===== src/rtl/if_prefetch_stage.sv =====
// rtl/if_prefetch_stage.sv - pipelined instruction fetch with outstanding-request tracking and ibuf
module if_prefetch_stage #(
    parameter logic [31:0] RESET_PC        = 32'h1c000000,
    parameter int          MAX_OUTSTANDING = 2,
    parameter int          IBUF_DEPTH      = 4
) (
    input  logic        clk,
    input  logic        resetn,
    output logic        inst_sram_req,
    output logic        inst_sram_wr,
    output logic [1:0]  inst_sram_size,
    output logic [3:0]  inst_sram_wstrb,
    output logic [31:0] inst_sram_addr,
    output logic [31:0] inst_sram_wdata,
    input  logic        inst_sram_addr_ok,
    input  logic        inst_sram_data_ok,
    input  logic [31:0] inst_sram_rdata,
    input  logic        id_allowin,
    input  logic        exec_flush,
    input  logic [31:0] exec_pc,
    input  logic        ertn_flush,
    input  logic [31:0] ertn_pc,
    input  logic        br_taken_exe,
    input  logic [31:0] br_target_exe,
    input  logic        br_taken_id,
    input  logic [31:0] br_target_id,
    output logic        if_to_id_valid,
    output logic [31:0] if_inst,
    output logic [31:0] if_pc,
    output logic        if_exc_rf,
    output logic        if_valid_rf
);

    localparam int CW  = $clog2(IBUF_DEPTH + 1);
    localparam int CW1 = CW + 1;
    localparam int IW  = (IBUF_DEPTH > 1) ? $clog2(IBUF_DEPTH) : 1;
    localparam int PW  = (MAX_OUTSTANDING > 1) ? $clog2(MAX_OUTSTANDING) : 1;

    localparam logic [CW:0]   DEPTH_W = CW1'(IBUF_DEPTH);
    localparam logic [CW-1:0] MAXO_W  = CW'(MAX_OUTSTANDING);
    localparam logic [IW-1:0] ILAST   = IW'(IBUF_DEPTH - 1);
    localparam logic [PW-1:0] PLAST   = PW'(MAX_OUTSTANDING - 1);

    logic [31:0]   fetch_pc;
    logic          halt;
    logic [CW-1:0] outstanding;
    logic [CW-1:0] discard;

    logic [31:0]   pend_pc [MAX_OUTSTANDING];
    logic [PW-1:0] pend_wptr;
    logic [PW-1:0] pend_rptr;

    logic [31:0]   ibuf_pc   [IBUF_DEPTH];
    logic [31:0]   ibuf_inst [IBUF_DEPTH];
    logic          ibuf_exc  [IBUF_DEPTH];
    logic [IW-1:0] ibuf_wptr;
    logic [IW-1:0] ibuf_rptr;
    logic [CW-1:0] ibuf_count;

    logic          redirect;
    logic [31:0]   redirect_target;
    logic          aligned;
    logic [CW:0]   credit_used;
    logic          slot_free;
    logic          fire;
    logic          resp_valid;
    logic          resp_keep;
    logic          adef_push;
    logic          ibuf_push;
    logic          ibuf_pop;
    logic [31:0]   push_pc;
    logic [31:0]   push_inst;
    logic          push_exc;

    function automatic logic [IW-1:0] ibuf_next(input logic [IW-1:0] p);
        return (p == ILAST) ? '0 : p + IW'(1);
    endfunction

    function automatic logic [PW-1:0] pend_next(input logic [PW-1:0] p);
        return (p == PLAST) ? '0 : p + PW'(1);
    endfunction

    assign redirect = exec_flush | ertn_flush | br_taken_exe | br_taken_id;

    always_comb begin
        redirect_target = br_target_id;
        if (exec_flush) begin
            redirect_target = exec_pc;
        end else if (ertn_flush) begin
            redirect_target = ertn_pc;
        end else if (br_taken_exe) begin
            redirect_target = br_target_exe;
        end
    end

    // Every request in flight already owns an ibuf slot, so the buffer can never overflow.
    assign aligned     = (fetch_pc[1:0] == 2'b00);
    assign credit_used = {1'b0, outstanding} + {1'b0, ibuf_count};
    assign slot_free   = (credit_used < DEPTH_W);

    assign inst_sram_req = ~resetn & ~halt & ~redirect & aligned
                         & (outstanding < MAXO_W) & slot_free;
    assign fire          = inst_sram_req & inst_sram_addr_ok;

    assign resp_valid = inst_sram_data_ok & (outstanding != '0);
    assign resp_keep  = resp_valid & ~redirect & (discard == '0);
    assign adef_push  = ~resetn & ~halt & ~redirect & ~aligned & slot_free & ~resp_keep;
    assign ibuf_push  = resp_keep | adef_push;
    assign ibuf_pop   = if_to_id_valid & id_allowin & ~redirect;

    assign push_pc   = resp_keep ? pend_pc[pend_rptr] : fetch_pc;
    assign push_inst = resp_keep ? inst_sram_rdata : 32'd0;
    assign push_exc  = ~resp_keep;

    always_ff @(posedge clk or posedge resetn) begin
        if (resetn) begin
            fetch_pc    <= RESET_PC;
            halt        <= 1'b0;
            outstanding <= '0;
            discard     <= '0;
            pend_wptr   <= '0;
            pend_rptr   <= '0;
            ibuf_wptr   <= '0;
            ibuf_rptr   <= '0;
            ibuf_count  <= '0;
        end else begin
            if (redirect) begin
                fetch_pc   <= redirect_target;
                halt       <= 1'b0;
                discard    <= outstanding - CW'(resp_valid);
                ibuf_wptr  <= '0;
                ibuf_rptr  <= '0;
                ibuf_count <= '0;
            end else begin
                if (fire) begin
                    fetch_pc <= fetch_pc + 32'd4;
                end
                if (adef_push) begin
                    halt <= 1'b1;
                end
                if (resp_valid && discard != '0) begin
                    discard <= discard - CW'(1);
                end
                if (ibuf_push) begin
                    ibuf_wptr <= ibuf_next(ibuf_wptr);
                end
                if (ibuf_pop) begin
                    ibuf_rptr <= ibuf_next(ibuf_rptr);
                end
                ibuf_count <= ibuf_count + CW'(ibuf_push) - CW'(ibuf_pop);
            end
            // Responses are owed whether or not we redirected, so the pending FIFO never flushes.
            outstanding <= outstanding + CW'(fire) - CW'(resp_valid);
            if (fire) begin
                pend_wptr <= pend_next(pend_wptr);
            end
            if (resp_valid) begin
                pend_rptr <= pend_next(pend_rptr);
            end
        end
    end

    always_ff @(posedge clk) begin
        if (fire) begin
            pend_pc[pend_wptr] <= fetch_pc;
        end
        if (ibuf_push) begin
            ibuf_pc[ibuf_wptr]   <= push_pc;
            ibuf_inst[ibuf_wptr] <= push_inst;
            ibuf_exc[ibuf_wptr]  <= push_exc;
        end
    end

    assign if_to_id_valid = (ibuf_count != '0);
    assign if_valid_rf    = if_to_id_valid;
    assign if_pc          = if_to_id_valid ? ibuf_pc[ibuf_rptr]   : 32'd0;
    assign if_inst        = if_to_id_valid ? ibuf_inst[ibuf_rptr] : 32'd0;
    assign if_exc_rf      = if_to_id_valid ? ibuf_exc[ibuf_rptr]  : 1'b0;

    assign inst_sram_addr  = fetch_pc;
    assign inst_sram_wr    = 1'b0;
    assign inst_sram_size  = 2'b10;
    assign inst_sram_wstrb = 4'b0000;
    assign inst_sram_wdata = 32'd0;

endmodule


===== config.mk =====
export PLATFORM = sky130hd
export DESIGN_NAME = if_prefetch_stage
export DESIGN_NICKNAME = d
export VERILOG_FILES = /design/src/rtl/if_prefetch_stage.sv
export SDC_FILE = /design/constraint.sdc
export NUM_CORES = 1
export LEC_CHECK = 0
export CAP_MARGIN = 20
export CORE_MARGIN = 2
export CORE_UTILIZATION = 40
export DETAILED_ROUTE_END_ITERATION = 8
export PLACE_DENSITY = 0.66
export REMOVE_ABC_BUFFERS = 1
export SLEW_MARGIN = 25
export SYNTH_ARGS = -nofsm -noshare
export SYNTH_HDL_FRONTEND = slang
export SYNTH_SLANG_ARGS = --single-unit

===== constraint.sdc =====
create_clock -name clk -period 3.94 [get_ports clk]
set_clock_uncertainty 0.05 [all_clocks]
set_input_delay 0.591 -clock clk [delete_from_list [all_inputs] [get_ports clk]]
set_output_delay 0.591 -clock clk [all_outputs]
set_load 0.005 [all_outputs]

---- Word-level counts from Yosys, hierarchy flattened ----
Memories as Yosys holds them, arrays and structs flattened.
Cells that the tools add are included.
W data, S select, Z words.
operators by class
  multiplexer cells ....................... 27
  order comparisons ....................... 2
  bitwise operators ....................... 23
  reductions and logical operators ........ 11
  $add $sub $neg .......................... 12
  eq/ne operators ......................... 2
operators by type and width
  cell                     number
  $mux W32                 9
  $add A32 B3 Y32 const B  1
  $and A1 B1 Y1            14
  $mux W2                  6
  $reduce_bool A2 Y1       5
  $mux W1                  9
  $mux W3                  3
  $reduce_bool A3 Y1       3
  $sub A3 B1 Y3            3
  $add A3 B1 Y3            2
  $not A1 Y1               5
  $add A2 B1 Y2 const B    2
  $add A3 B3 Y4            1
  $eq A2 B2 Y1 const B     2
  $lt A4 B3 Y1 const B     1
  $or A1 B1 Y1             4
  $logic_not A3 Y1         1
  $lt A3 B2 Y1 const B     1
  $sub A3 B1 Y3 const B    1
  $add A1 B1 Y1 const B    2
  $logic_not A2 Y1         1
  $logic_and A1 B1 Y1      1
storage, ports and cells
  register bits ........................... 48
  output and inout port bits .............. 139
  memories kept ........................... 4
  bits of input ports ..................... 169
  RAM bits ................................ 324
  word-level logic and storage cells ...... 90
memories
  memory     depth  width  read ports  clocked after Yosys merged registers in  write ports  line  text
  ibuf_inst  4      32     1           0                                        1            54    logic [31:0] ibuf_inst [IBUF_DEPTH];
  ibuf_pc    4      32     1           0                                        1            53    logic [31:0] ibuf_pc [IBUF_DEPTH];
  pend_pc    2      32     1           0                                        1            49    logic [31:0] pend_pc [MAX_OUTSTANDING];
  ibuf_exc   4      1      1           0                                        1            55    logic ibuf_exc [IBUF_DEPTH];

---- Logic depth before layout (Yosys ltp) ----
  word-level depth ........................ 12
  mapped depth ............................ 14
  depth with buffers taken out ............ 14

---- Worst setup path before layout ----
No wires, ideal clock.
  kind .................................... input to register
  from .................................... input port ertn_flush
  to ...................................... memory ibuf_exc[0], enable pin
  path slack .............................. 0.135 ns
  data required time ...................... 3.460 ns
  setup time .............................. 0.430 ns
  stages on the path ...................... 5
  data arrival time ....................... 3.324 ns
  buffers on the path ..................... 3
  cell sequence ........................... clkbuf_1 -> nor4_1 -> clkbuf_1 -> clkbuf_1 -> and3_1
on the way
  cells in the longest elaborated chain, start to end .. 11
  elaborated cells on any way between the ends .. 14
  classes of those cells .................. mux (2); bitwise (12)
RTL lines
  item                                                line      text
  start: declaration                                  21        input logic ertn_flush,
  $or A1 B1 Y1 * (3 in series)                        83        assign redirect = exec_flush | ertn_flush | br_taken_exe | br_taken_id;
  $not A1 Y1 *                                        106, 107
  $and A1 B1 Y1 (on tied branches) (2 in series)      107, 106
  $and A1 B1 Y1 / $not A1 Y1 (equally long branches)  107       assign adef_push = ~resetn & ~halt & ~redirect & ~aligned & slot_free & ~resp_keep;
  $and A1 B1 Y1                                       107
  $or A1 B1 Y1 *                                      108       assign ibuf_push = resp_keep | adef_push;
  $mux W1 *                                           167       if (ibuf_push) begin
  $mux W1 (implied by the code) *                     170       ibuf_exc[ibuf_wptr] <= push_exc;
  end: declaration                                    55
Every way passes the cells marked *; elsewhere a longest branch is shown, timed or not.

---- Final worst setup path ----
  from .................................... register ibuf_count[1]
  to ...................................... output port if_pc[27]
on the way
  cells in the longest elaborated chain, start to end .. 2
RTL lines
  item                      line  text
  start: declaration        58    logic [CW-1:0] ibuf_count;
  start signal: assignment  150   ibuf_count <= ibuf_count + CW'(ibuf_push) - CW'(ibuf_pop);
  $reduce_bool A3 Y1        174   assign if_to_id_valid = (ibuf_count != '0);
  $mux W32                  176   assign if_pc = if_to_id_valid ? ibuf_pc[ibuf_rptr] : 32'd0;
  end: declaration          29    output logic [31:0] if_pc,
No other way between the ends.

==> impl_metrics.yaml <==
run_status:
  run_status: "completed"
die:
  die_w_um: 208
  io_pins: 308
  die_y_um: 208
  dieArea_um2: 43200
  core_area_um2: 40900
  rows: 74
  initial_core_util_pct: 40.6
routing:
  drt_wl_total_um: 41100
  vias: 10148
  firstDrtPassIters: 6
  drc_errors: 0
  drt_iter0_drc: 732
  vias_per_cell: 5.20
  antenna_left: 0
  wl_per_cell_um: 21.0
worst_setup_path:
  cp_slowest_cell: "or3_2"
  critPathRequiredTime_ps: 3300
  worstPathArrival_ps: 2820
  start_kind: "flop"
  max_stage_delay_ps: 760
  worstPathCellList: "or3_2 > buf_4 > and2_1 > clkdlybuf4s50_1"
  path_max_fanout: 44
  path_delay_family: "simple AND/OR/NAND/NOR gates"
  critPathBufInv: 2
  critical_path_class: "flop to output port"
  worstSetupEndpointType: "output port"
synthesis:
  synth_top_area_cell: "edfxtp_1"
  post_synth.cell_area_avg_um2: 14.7
  synth_compound_area_share_pct: 5.02
  synth_top_area_share_pct: 58.6
  seq_area_frac_synth_pct: 65.8
  ys_ff_latch: 372
  ys.flop_type: "edfxtp_1"
  syn_inst: 1129
  yosysUniqueCellTypes: 49
  ys.warnings.count: 0
  async_flop_share_pct: 12.9
  ys_top_cells_by_area: "edfxtp_1 59%, mux4_2 8.8%, dfrtp_1 6.8%"
  synth_top_family_by_area: "multiplexers"
  synth_edf_count: 324
  synthesis.area_um2: 16600
  synth-xor-area-share_pct: 1.58
  synth_adder_area_share_pct: 1.52
  synthSimpleGateAreaFrac_pct: 9.62
  synthMuxAreaShare_pct: 12.6
place:
  detailed_place_hpwl_um: 26600
  place.gp.congestion: 0.812
  port_buffers: 268
  dpl_cell_area_um2: 19900
power_and_ir_drop:
  seq_power_share_pct: 50.4
  p_total_uw: 9150
  combPwrFrac_pct: 9.8
  internal_power_uw: 7110
  cellLeakagePower_uw: 0.00750
  power.density_nw_per_um2: 432
  p_clk_share_pct: 39.8
  ir_drop_uv: 228
  p_sw_share_pct: 22.3
  switchingPower_uw: 2040
finish:
  n_antenna_cell: 0
  final_cell_area_um2: 21200
  layout-drive-gt1-share_pct: 11.3
  n_fill_cell: 3474
  final_nets: 1582
  syn_to_final_growth_pct: 27.5
clock_tree:
  clkLatencyLatePin_ps: 520
  cts_max_level: 2
  cts_tree: "built"
  ctsHoldBuffers: 0
  cts_setup_buffers: 0
  cts_buffers: 39
  clockBufferDepth: 3
  ctsRootBufferMaster: "clkbuf_16"
  clk_pin_slew_ps: 60
  cts.sinks: 372
  cts_resized: 0
job:
  cap_violations: 0
hold_path:
  hp-class: "flop to flop"
global_routing:
  antenna_found_initial: 0
  grt_remaining_overflow: 0
  grt_usage_pct: 18.9
  grt_pass1_wl_um: 62300
  grt_pass1_vias: 10314
  grt_max_degree: 98
timing:
  layout_min_cycle_time_ps: 3460
  slew_violations: 0
  finalCritPeriodShare_pct: 87.7
  rsz0062_at_grt: "false"
  hold_viol_final: 0
  worst_pin_slew_ps: 875
  fmax_mhz: 289
  setup_viol: 0
  maxSlewHeadroom_pct: 41.6
  fin_tns_setup_ps: 0
==> cells by family (layout without fill, tap and decap cells) <==
family	Yosys count	after routing
flops	372	372
simple gates	305	305
compound gates	147	147
mux	128	128
buf+inv	126	381
xor+xnor	30	30
fa+ha+maj	19	19
other cells	2	39
==> state kept, by name, summed over array words and instances, names as in the netlist, 2 cells and up <==
signal and cells:
inst_sram_addr 32, outstanding 3, ibuf_rptr 2, discard 3
ibuf_inst 128, ibuf_count 3, ibuf_exc 4, pend_pc 64
ibuf_pc 128, ibuf_wptr 2
==> area by class of cell <==
cell class                 count  area (um^2)  area share (%)
timing repair buffer         295         3000            14.2
sequential                   372        10900            51.7
multi-input combinational    668         5240            24.7
inverter                      18         67.6           0.319
clock buffer                  53         1070            5.06
clock inverter                15          191           0.904
tap                          532          666            3.14
==> final timing paths <==
kind,start,endpoint,slack [ps],cells past startpoint
max,ibuf_count[1],if_pc[27],480,4
min,halt,halt,470,2
max reg2reg,outstanding[2],ibuf_count[2],980,14
min reg2reg,halt,halt,470,2
max in group asynchronous,resetn,inst_sram_addr[28],2510,3
min in group asynchronous,resetn,inst_sram_addr[18],560,2
==> worst register-to-register path: stages, from the launching register on <==
cell	delay (ps)
dfrtp_1	420
ha_1	310
nor3_1	260
nand3_1	180
o21ai_1	150
buf_4	180
nand2_1	70
ha_1	260
inv_1	60
ha_1	130
inv_1	40
fa_1	370
xor2_1	180
xnor2_1	140
nor2_1	50
==> synth_stat cells (5+ instances only) <==
cell        n
buf_4      40
mux2i_1    63
ha_1       17
mux4_2     65
a211oi_1   15
and2_1    113
dfrtp_1    45
buf_2       6
a31oi_1     5
a21oi_1    73
nor3_1     12
nor2_1     59
clkbuf_1   60
o31ai_1     6
xor2_1     14
edfxtp_1  324
inv_1      18
nand2_1    59
and3_1     10
xnor2_1    16
nand3_1    14
o22ai_1     6
o21ai_0    31
nand4_1    12
nor4_1      7
==> per-stage QoR <==
stage                     utilization, %  hold slack, ps  worst slack [ps]  instances
after floorplan                        -             410             -3800       1058
after global placement              48.6             467               674       1885
after detailed placement            48.7             452               607       1885
after CTS                           51.8             481               371       1953
after global routing                51.8             533               350       1953
final                               51.8             472               483       1953
==> power groups by stage <==
stage / Sequential, uW / Clock [uW] / Combinational [uW]
final: 4620 / 3640 / 893
after global routing: 4640 / 3880 / 995
after CTS: 4620 / 3740 / 906
after detailed placement: 4700 / 0 / 902
after global placement: 4700 / 0 / 888
after floorplan: 4620 / 0 / 484
==> routing by layer <==
metal / global-route usage, % / routed length [um] / up-vias
met5: 0 / 0 / -
met4: 4.43 / 785 / 0
met3: 3.95 / 2420 / 49
met2: 32.2 / 20000 / 337
met1: 24.9 / 17800 / 5055
li1: - / - / 4707
==> layout by cell type, fill, tap and decap left out, types with 31 or more instances in the layout <==
| master | instances |
|---|---|
| a21oi_1 | 73 |
| and2_1 | 113 |
| clkbuf_16 | 41 |
| clkdlybuf4s50_1 | 266 |
| conb_1 | 39 |
| dfrtp_1 | 42 |
| edfxtp_1 | 324 |
| mux2i_1 | 63 |
| mux4_2 | 65 |
| nand2_1 | 59 |
| nor2_1 | 57 |
| o21ai_0 | 31 |
Note: power is estimated with default switching activity, not from simulation.
